**src/rtl/exe_muldiv_unit_pkg.sv**
```systemverilog
// Shared execute-stage definitions: muldiv command codes, FSM state encoding
// and a sizing helper for the iteration counter.
package exe_muldiv_unit_pkg;

   // Placed above the existing ALU command codes so the encodings never collide.
   localparam logic [3:0] EXE_MUL = 4'hC;
   localparam logic [3:0] EXE_DIV = 4'hD;
   localparam logic [3:0] EXE_REM = 4'hE;

   typedef enum logic [1:0] {
      ST_IDLE = 2'd0,
      ST_MUL  = 2'd1,
      ST_DIV  = 2'd2,
      ST_DONE = 2'd3
   } muldiv_state_e;

   // One extra bit so the counter can represent WIDTH without wrapping.
   function automatic int count_width(input int width);
      return $clog2(width) + 1;
   endfunction

endpackage

```
**src/rtl/muldiv_datapath.sv**
```systemverilog
// Shared shift registers, adder/subtractor and iteration counter for the
// shift-add multiplier and the restoring divider.
module muldiv_datapath
   import exe_muldiv_unit_pkg::*;
#(
   parameter int WIDTH = 32,
   parameter int CNT_W = count_width(WIDTH)
) (
   input  logic             clk,
   input  logic             reset,
   input  logic             load,
   input  logic             step,
   input  logic             div_sel,
   input  logic [WIDTH-1:0] op_a,
   input  logic [WIDTH-1:0] op_b,
   output logic             last_step,
   output logic [WIDTH-1:0] prod_next,
   output logic [WIDTH-1:0] quot_next,
   output logic [WIDTH-1:0] rem_next
);

   // reg_a: multiplicand (shifts left) or divisor (static)
   // reg_b: multiplier (shifts right) or dividend/quotient (shifts left)
   // reg_acc: product accumulator or partial remainder
   logic [WIDTH-1:0] reg_a;
   logic [WIDTH-1:0] reg_b;
   logic [WIDTH-1:0] reg_acc;
   logic [CNT_W-1:0] count;

   logic [WIDTH:0]   shifted;
   logic [WIDTH:0]   lhs;
   logic [WIDTH:0]   rhs;
   logic [WIDTH:0]   sum;
   logic             quot_bit;

   always_comb begin
      shifted = {reg_acc, reg_b[WIDTH-1]};
      if (div_sel) begin
         // Subtract via two's complement: shifted + ~divisor + 1.
         lhs = shifted;
         rhs = ~{1'b0, reg_a};
      end else begin
         lhs = {1'b0, reg_acc};
         rhs = reg_b[0] ? {1'b0, reg_a} : '0;
      end
      sum       = lhs + rhs + {{WIDTH{1'b0}}, div_sel};
      // Partial remainder stays below the divisor, so bit WIDTH is a clean borrow.
      quot_bit  = ~sum[WIDTH];
      prod_next = sum[WIDTH-1:0];
      quot_next = {reg_b[WIDTH-2:0], quot_bit};
      rem_next  = quot_bit ? sum[WIDTH-1:0] : shifted[WIDTH-1:0];
   end

   assign last_step = (count == CNT_W'(WIDTH - 1));

   always_ff @(posedge clk) begin
      if (reset) begin
         reg_a   <= '0;
         reg_b   <= '0;
         reg_acc <= '0;
         count   <= '0;
      end else if (load) begin
         reg_a   <= div_sel ? op_b : op_a;
         reg_b   <= div_sel ? op_a : op_b;
         reg_acc <= '0;
         count   <= '0;
      end else if (step) begin
         if (div_sel) begin
            reg_acc <= rem_next;
            reg_b   <= quot_next;
         end else begin
            reg_acc <= prod_next;
            reg_a   <= {reg_a[WIDTH-2:0], 1'b0};
            reg_b   <= {1'b0, reg_b[WIDTH-1:1]};
         end
         count <= count + CNT_W'(1);
      end
   end

endmodule

```
**src/rtl/exe_muldiv_unit.sv**
```systemverilog
// Iterative unsigned MUL/DIV/REM engine for the EXE stage: stalls the front
// of the pipeline while computing and retires a one-cycle result bundle.
module exe_muldiv_unit
   import exe_muldiv_unit_pkg::*;
#(
   parameter int WIDTH  = 32,
   parameter int FUNC_W = 4,
   parameter int REG_W  = 5
) (
   input  logic              clk,
   input  logic              reset,
   input  logic              start_i,
   input  logic [FUNC_W-1:0] exe_cmd_i,
   input  logic [WIDTH-1:0]  val1_i,
   input  logic [WIDTH-1:0]  val2_i,
   input  logic [REG_W-1:0]  dest_i,
   input  logic              flush_i,
   output logic              busy_o,
   output logic              done_o,
   output logic [WIDTH-1:0]  result_o,
   output logic [REG_W-1:0]  dest_o,
   output logic              wb_en_o,
   output muldiv_state_e     fsm_state
);

   muldiv_state_e     state;
   muldiv_state_e     state_next;

   logic [FUNC_W-1:0] cmd_q;
   logic [REG_W-1:0]  dest_q;
   logic [REG_W-1:0]  dest_out;
   logic [WIDTH-1:0]  result_q;

   logic              is_mul;
   logic              is_div;
   logic              is_rem;
   logic              accept;
   logic              dp_load;
   logic              dp_step;
   logic              div_sel;
   logic              last_step;
   logic              capture;
   logic              done;
   logic [WIDTH-1:0]  capture_val;
   logic [REG_W-1:0]  capture_dest;
   logic [WIDTH-1:0]  prod_next;
   logic [WIDTH-1:0]  quot_next;
   logic [WIDTH-1:0]  rem_next;

   assign is_mul = (exe_cmd_i == FUNC_W'(EXE_MUL));
   assign is_div = (exe_cmd_i == FUNC_W'(EXE_DIV));
   assign is_rem = (exe_cmd_i == FUNC_W'(EXE_REM));
   assign accept = start_i && !flush_i && (is_mul || is_div || is_rem);

   always_comb begin
      state_next   = state;
      dp_load      = 1'b0;
      dp_step      = 1'b0;
      div_sel      = (state == ST_DIV);
      capture      = 1'b0;
      capture_val  = '0;
      capture_dest = dest_q;
      busy_o       = 1'b0;
      done         = 1'b0;
      case (state)
         ST_IDLE: begin
            div_sel      = is_div || is_rem;
            capture_dest = dest_i;
            if (accept) begin
               // Freeze upstream in the same cycle the command is taken.
               busy_o = 1'b1;
               if (is_mul) begin
                  dp_load    = 1'b1;
                  state_next = ST_MUL;
               end else if (val2_i != '0) begin
                  dp_load    = 1'b1;
                  state_next = ST_DIV;
               end else begin
                  capture     = 1'b1;
                  capture_val = is_div ? '1 : val1_i;
                  state_next  = ST_DONE;
               end
            end
         end
         ST_MUL: begin
            busy_o = 1'b1;
            if (flush_i) begin
               state_next = ST_IDLE;
            end else begin
               dp_step = 1'b1;
               if (last_step) begin
                  capture     = 1'b1;
                  capture_val = prod_next;
                  state_next  = ST_DONE;
               end
            end
         end
         ST_DIV: begin
            busy_o = 1'b1;
            if (flush_i) begin
               state_next = ST_IDLE;
            end else begin
               dp_step = 1'b1;
               if (last_step) begin
                  capture     = 1'b1;
                  capture_val = (cmd_q == FUNC_W'(EXE_REM)) ? rem_next : quot_next;
                  state_next  = ST_DONE;
               end
            end
         end
         ST_DONE: begin
            // busy_o stays low so the held instruction advances as we retire.
            done       = !flush_i;
            state_next = ST_IDLE;
         end
         default: state_next = ST_IDLE;
      endcase
   end

   always_ff @(posedge clk) begin
      if (reset) begin
         state    <= ST_IDLE;
         cmd_q    <= '0;
         dest_q   <= '0;
         dest_out <= '0;
         result_q <= '0;
      end else begin
         state <= state_next;
         if (dp_load) begin
            cmd_q  <= exe_cmd_i;
            dest_q <= dest_i;
         end
         if (capture) begin
            result_q <= capture_val;
            dest_out <= capture_dest;
         end
      end
   end

   muldiv_datapath #(
      .WIDTH (WIDTH)
   ) u_datapath (
      .clk       (clk),
      .reset     (reset),
      .load      (dp_load),
      .step      (dp_step),
      .div_sel   (div_sel),
      .op_a      (val1_i),
      .op_b      (val2_i),
      .last_step (last_step),
      .prod_next (prod_next),
      .quot_next (quot_next),
      .rem_next  (rem_next)
   );

   assign done_o    = done;
   assign wb_en_o   = done;
   assign result_o  = result_q;
   assign dest_o    = dest_out;
   assign fsm_state = state;

endmodule

```
**config.mk**
```make
export PLATFORM = sky130hd
export DESIGN_NAME = exe_muldiv_unit
export DESIGN_NICKNAME = d
export VERILOG_FILES = /design/src/rtl/exe_muldiv_unit_pkg.sv /design/src/rtl/muldiv_datapath.sv /design/src/rtl/exe_muldiv_unit.sv
export SDC_FILE = /design/constraint.sdc
export NUM_CORES = 1
export LEC_CHECK = 0
export CELL_PAD_IN_SITES_DETAIL_PLACEMENT = 1
export CELL_PAD_IN_SITES_GLOBAL_PLACEMENT = 1
export CORE_ASPECT_RATIO = 1.2
export CORE_UTILIZATION = 46
export CTS_BUF_LIST = sky130_fd_sc_hd__clkbuf_4 sky130_fd_sc_hd__clkbuf_8
export DETAILED_ROUTE_END_ITERATION = 7
export PLACE_DENSITY_LB_ADDON = 0.1
export SLEW_MARGIN = 15
export SYNTH_ARGS = -nofsm -noshare
export SYNTH_HDL_FRONTEND = slang
export SYNTH_SLANG_ARGS = --single-unit
```
**constraint.sdc**
```tcl
create_clock -name clk -period 16.2 [get_ports clk]
set_input_delay 3.24 -clock clk [delete_from_list [all_inputs] [get_ports clk]]
set_output_delay 3.24 -clock clk [all_outputs]
set_load 0.02 [all_outputs]
```
==> After elaboration in Yosys (flattened, before gate mapping) <==
Index checks and enable logic that the tools add are counted.
{ "totals": {"out_inout_bits": 42, "reg_bits": 150} }
{ "classes": {"addsub": 3, "n_eq_ne": 11, "mux": 46, "reduce_logical": 13, "bitwise": 2} }
{ "op_table": {"columns": ["cell", "count"], "rows": [
  ["32-bit two-way mux", 20],
  ["32-bit case mux with 3 select lines", 1],
  ["33-bit two-way mux", 2],
  ["33-bit by 1-bit adder with 33-bit output", 1],
  ["33-bit adder", 1],
  ["32-bit NOT with 33-bit output", 1],
  ["32-bit nonzero test", 1],
  ["4-bit == test (second input constant)", 4],
  ["1-bit two-way mux", 15],
  ["2-bit two-way mux", 4],
  ["6-bit by 1-bit adder with 6-bit output (second input constant)", 1],
  ["6-bit by 5-bit == test with 1-bit output (second input constant)", 1],
  ["2-bit case mux with 3 select lines", 1],
  ["5-bit two-way mux", 1],
  ["2-bit == test (second input constant)", 2],
  ["2-bit != test (second input constant)", 2],
  ["1-bit case mux with 2 select lines", 2],
  ["2-bit AND reduction", 2],
  ["2-bit OR reduction", 2],
  ["1-bit logical OR", 3],
  ["3-bit by 1-bit != test with 1-bit output (second input constant)", 1],
  ["2-bit by 1-bit == test with 1-bit output (second input constant)", 1],
  ["1-bit logical AND", 2],
  ["2-bit logical NOT", 1],
  ["3 further kinds", 3]
]} }

==> Longest topological paths before layout <==
{ "depth": {"word_depth": 11, "mapped_depth": 24} }

==> Modules after synthesis <==
From an unflattened synthesis, not the netlist that was laid out.
{ "hier_totals": {"hier_cells": 1538, "hier_area_um2": 11901.4} }
{ "modules_own_cells": {"columns": ["mod", "n_inst", "cells_each", "area_each_um2"], "rows": [
  ["muldiv_datapath", 1, 1138, 8881.0],
  ["exe_muldiv_unit", 1, 400, 3020.4]
]} }

==> Worst setup path after synthesis <==
No wires, ideal clock.
{ "synth_path": {"kind": "input port to output port", "start": "in exe_cmd_i[2]", "end": "out busy_o", "path_slack_ps": 8798, "cell_stages": 4, "t_arrival_ps": 4162, "path_buffers": 0, "path_cell_list": "nand2_1 nor4b_1 nand2_1 a21oi_1"} }
{ "synth_between": {"elab_chain_len": 6, "elab_cells_between_ends": 8, "cone_classes": "eq/ne: 3; mux: 2; reduce/logical: 3"} }
{ "synth_lines": {"columns": ["item", "line_no", "rtl"], "rows": [
  ["start, declared", "exe_muldiv_unit.sv:13", "input logic [FUNC_W-1:0] exe_cmd_i,"],
  ["4-bit == test (on tied branches)", "exe_muldiv_unit.sv:50, exe_muldiv_unit.sv:51", null],
  ["1-bit logical OR", "exe_muldiv_unit.sv:53", "assign accept = start_i && !flush_i && (is_mul || is_div || is_rem);"],
  ["1-bit logical OR (*)", "exe_muldiv_unit.sv:53", null],
  ["1-bit logical AND (*)", "exe_muldiv_unit.sv:53", null],
  ["1-bit two-way mux (*)", "exe_muldiv_unit.sv:69", "if (accept) begin"],
  ["1-bit case mux with 2 select lines (*)", "exe_muldiv_unit.sv:65", "case (state)"],
  ["end, declared", "exe_muldiv_unit.sv:18", "output logic busy_o,"]
]} }
Mark *: on every way between the ends. The rest lies on a longest branch, timed or not.

==> Worst setup path after layout <==
{ "layout_path": {"start": "in exe_cmd_i[1]", "end": "reg result_q[22] (netlist: result_o[22])"} }
{ "layout_between": {"elab_chain_len": 11, "elab_cells_between_ends": 26, "cone_classes": "add/sub: 2; eq/ne: 3; mux: 17; reduce/logical: 4"} }
{ "layout_lines": {"columns": ["item", "line_no", "rtl"], "rows": [
  ["4-bit == test (on tied branches)", "exe_muldiv_unit.sv:51, exe_muldiv_unit.sv:52", null],
  ["1-bit logical OR", "exe_muldiv_unit.sv:67", "div_sel = is_div || is_rem;"],
  ["1-bit two-way mux", "exe_muldiv_unit.sv:65", null],
  ["33-bit two-way mux", "muldiv_datapath.sv:38", "if (div_sel) begin"],
  ["33-bit adder", "muldiv_datapath.sv:46", "sum = lhs + rhs + {{WIDTH{1'b0}}, div_sel};"],
  ["33-bit by 1-bit adder with 33-bit output", "muldiv_datapath.sv:46", null],
  ["32-bit two-way mux", "muldiv_datapath.sv:51", "rem_next = quot_bit ? sum[WIDTH-1:0] : shifted[WIDTH-1:0];"],
  ["32-bit two-way mux", "exe_muldiv_unit.sv:106", "capture_val = (cmd_q == FUNC_W'(EXE_REM)) ? rem_next : quot_next;"],
  ["32-bit two-way mux", "exe_muldiv_unit.sv:104", "if (last_step) begin"],
  ["32-bit two-way mux", "exe_muldiv_unit.sv:100", "if (flush_i) begin"],
  ["32-bit case mux with 3 select lines", "exe_muldiv_unit.sv:65", null],
  ["end signal, assigned", "exe_muldiv_unit.sv:134", "result_q <= capture_val;"],
  ["end, declared", "exe_muldiv_unit.sv:32", "logic [WIDTH-1:0] result_q;"]
]} }
Several ways; a longest one is shown, not always the timed one.
A chain may end at the register's enable or synchronous reset.

==> flow_summary_export.csv <==
group,metric,value,unit
grt,grt_max_degree,86,
worst_hold_path,holdPathStages,2,
timing,period_minus_slack,9700,ps
setup_path,startpoint,"exe_cmd_i[1]",
floorplan,pin_count,119,
yosys,async_reset_ff_share,0,%
run,max_cap_violations,0,
clock_tree,ctsResizeCount,0,
clock_tree,cts-htree-levels,4,
power_and_ir_drop,p_per_area,117,nW/um^2
timing,finClkSkew,26.1,ps
power_and_ir_drop,p_total,0.00147,W
clock_tree,cts-buffers-inserted,17,
yosys,synthTopCellsByArea,"dfxtp_1 (28%), nand2_1 (12%), a21oi_1 (8.6%)",
yosys,ys.flop_type,"dfxtp_1",
setup_path,crit_path_start_kind,"primary input",
yosys,netlist_area,10900,sq um
drt,antenna_left,0,
power_and_ir_drop,peakVddDrop,0.0000744,V
yosys,syn-num-nets,1708,
clock_tree,root_buffer,"clkbuf_8",
timing,period_share,59.9,%
clock_tree,cts_tree,"done",
timing,worst_pin_slew,1130,ps
timing,setup_viol,0,
place,hpwl,31500,microns
setup_path,critical_path_arrival,10100,ps
finish,final_common_cell,"nand2_1",
drt,drc,0,
yosys,syn_area_per_cell,6.84,sq um
place,globalplace.congestion,0.935,
grt,antenna_found_initial,0,
drt,routed_wl,44800,microns
floorplan,die_area,24300,sq um
timing,hold_violations,0,
timing,maxSlewViolCount,0,
drt,avgViaCountPerCell,6.44,
timing,grt_setup_unrepaired,"false",
floorplan,die_x,142,microns
setup_path,worstRegToRegCells,23,
yosys,synth.largest_area_cell,"dfxtp_1",
worst_hold_path,min_path_type,"reg -> reg",
yosys,ys_ff_latch,150,
floorplan,std_cell_rows,61,
clock_tree,path_clk_slew,110,ps
yosys,synth-edff-count,0,
drt,first_pass_iters,5,
drt,wl_per_cell,23.0,microns
grt,grt_pass1_vias,12500,
setup_path,worstPathRequired,16600,ps
yosys,synth-seq-area-share,27.6,%
setup_path,regToRegStartpoint,"fsm_state[0]$_SDFFE_PP0P_",
setup_path,reg2reg_to,"result_o[22]$_SDFFE_PP0P_",
grt,track_usage,37.6,%
yosys,synthCells,1593,
grt,grt_pass1_wl,70200,microns
grt,grt_overflow,0,
setup_path,end_kind,"flop",
drt,first_iter_violations,1040,
clock_tree,hold_buffers,0,
yosys,synth_top_cell_area_share,27.6,%
setup_path,endpoint,"result_o[22]$_SDFFE_PP0P_",
clock_tree,cts_sinks,150,
finish,nFillCells,3094,
timing,setup_tns,0,ps
clock_tree,clock_latency,480,ps
yosys,yosysWarnings,0,
drt,routed-via-count,12500,
timing,relSlewSlack,24.8,%
floorplan,fp.dieH,171,microns
place,io_buffers,118,
finish,fin_nets,1734,
finish,final_cell_mix,"nand2_1 (361), a21oi_1 (186), nor2_1 (175)",
setup_path,reg2reg_setup_slack,8660,ps
setup_path,worstPathMaxFanout,77,
power_and_ir_drop,leakage,4.62,nW
finish,drive_gt1_share,5.51,%
finish,syn_to_final_growth,14.9,%
setup_path,crit_type,"in -> reg",
run_status,status,"finished clean",
clock_tree,post_cts_buffers,0,
finish,diodes,0,
floorplan,initial_core_util,46.9,%
floorplan,core_area,23200,sq um
timing,fmax,0.103,GHz
yosys,synth_cell_types,69,
clock_tree,clk_path_buf_depth,2,
==> flip-flops by register name, indices dropped and copies added, names as in the netlist, 4 cells and up <==
register / flops
cmd_q: 4
dest_o: 5
dest_q: 5
result_o: 32
u_datapath.count: 6
u_datapath.reg_a: 32
u_datapath.reg_acc: 32
u_datapath.reg_b: 32
==> cell type report <==
cell class | count | area [sq um] | share of cell area (%)
Multi-Input combinational cell | 1300 | 7320 | 58.5
Sequential cell | 150 | 3000 | 24.0
Timing Repair Buffer | 138 | 1330 | 10.6
Tap cell | 315 | 394 | 3.15
Clock buffer | 18 | 248 | 1.98
Clock inverter | 14 | 176 | 1.41
Inverter | 12 | 47.5 | 0.380
==> layer usage <==
metal	global-route usage [%]	up-vias	wire [microns]
li1	-	5738	-
met1	49.1	6173	19100
met2	60.8	528	20800
met3	6.19	98	3200
met4	16.5	0	1630
met5	0	-	0
==> kinds of logic (layout without fill, tap and decap cells) <==
group / after synthesis / after routing / share of synthesized area (%)
AOI/OAI and AO/OA: 514 / 514 / 29.7
xor gates and xnor gates: 34 / 34 / 2.91
adders and majority gates: 38 / 38 / 4.50
buffers and inverters: 143 / 182 / 5.73
DFF: 150 / 150 / 27.6
muxes: 40 / 40 / 3.68
and+or+nand+nor: 674 / 674 / 25.9
==> power by group <==
part | switching [W] | leakage (nW) | internal [W]
combinational | 0.000467 | 3.19 | 0.000221
clock | 0.000179 | 0.215 | 0.000149
sequential | 0.0000505 | 1.21 | 0.000402
total | 0.000697 | 4.62 | 0.000772
==> cells in the mapped netlist (3+ instances only) <==
master / number
buf_6: 8
nand3_1: 44
mux2i_1: 40
o21ai_1: 3
buf_1: 10
o221a_2: 4
a21o_1: 12
a21oi_1: 187
xnor2_1: 15
xor2_1: 18
nor2b_1: 6
a21oi_2: 10
dfxtp_1: 150
o21bai_1: 4
nand2_1: 361
o21a_1: 4
a211oi_1: 47
nor3_1: 22
buf_4: 3
or3_1: 3
ha_1: 36
a21boi_0: 3
and2_1: 4
o2111ai_1: 4
nand2b_1: 6
o21ai_0: 125
a211o_1: 3
a31oi_1: 6
a221oi_1: 10
nand4_1: 13
a311oi_1: 62
o31ai_1: 8
o211ai_1: 5
inv_1: 12
nor4_1: 15
nor2_1: 178
clkbuf_1: 97
buf_2: 11
and3_1: 6
==> stage by stage <==
| step | area (sq um) | instances | util (%) | worst slack (ps) | hold WS (ps) |
|---|---|---|---|---|---|
| 5_1_grt | 12500 | 1947 | 53.9 | 6110 | 530 |
| 6_report | 12500 | 1947 | 53.9 | 6500 | 481 |
| 4_1_cts | 12500 | 1947 | 53.9 | 6560 | 483 |
| 3_5_place_dp | 12100 | 1915 | 52.1 | 6050 | 467 |
| 3_3_place_gp | 12100 | 1915 | 52.1 | 6260 | 445 |
| 2_1_floorplan | 10900 | 1593 | - | 8800 | 433 |
==> critical path, stage by stage <==
cell and delay [ps]:
clkdlybuf4s50_1 570, xnor2_1 140, o22ai_4 130, buf_4 720, inv_4 500, nand2_1 190
buf_4 390, nand2_1 90, o21ai_0 120, fa_1 240, inv_1 70, fa_1 480
a211oi_1 330, o21ai_2 140, o21ai_1 300, a211oi_2 140, or2_4 280, xor2_4 150
buf_4 410, and3_1 970, a21oi_1 170, a211oi_1 280
==> worst min-delay path by stage <==
stage / startpoint / endpoint
finish: u_datapath.count[1]$_SDFFE_PP0P_ / u_datapath.count[1]$_SDFFE_PP0P_
global placement: cmd_q[3]$_SDFFE_PP0P_ / cmd_q[3]$_SDFFE_PP0P_
CTS: u_datapath.count[1]$_SDFFE_PP0P_ / u_datapath.count[1]$_SDFFE_PP0P_
detailed placement: u_datapath.count[1]$_SDFFE_PP0P_ / u_datapath.count[1]$_SDFFE_PP0P_
global route: u_datapath.count[1]$_SDFFE_PP0P_ / u_datapath.count[1]$_SDFFE_PP0P_
floorplan: cmd_q[2]$_SDFFE_PP0P_ / cmd_q[2]$_SDFFE_PP0P_
No activity file was read; power rests on OpenSTA's default activity.
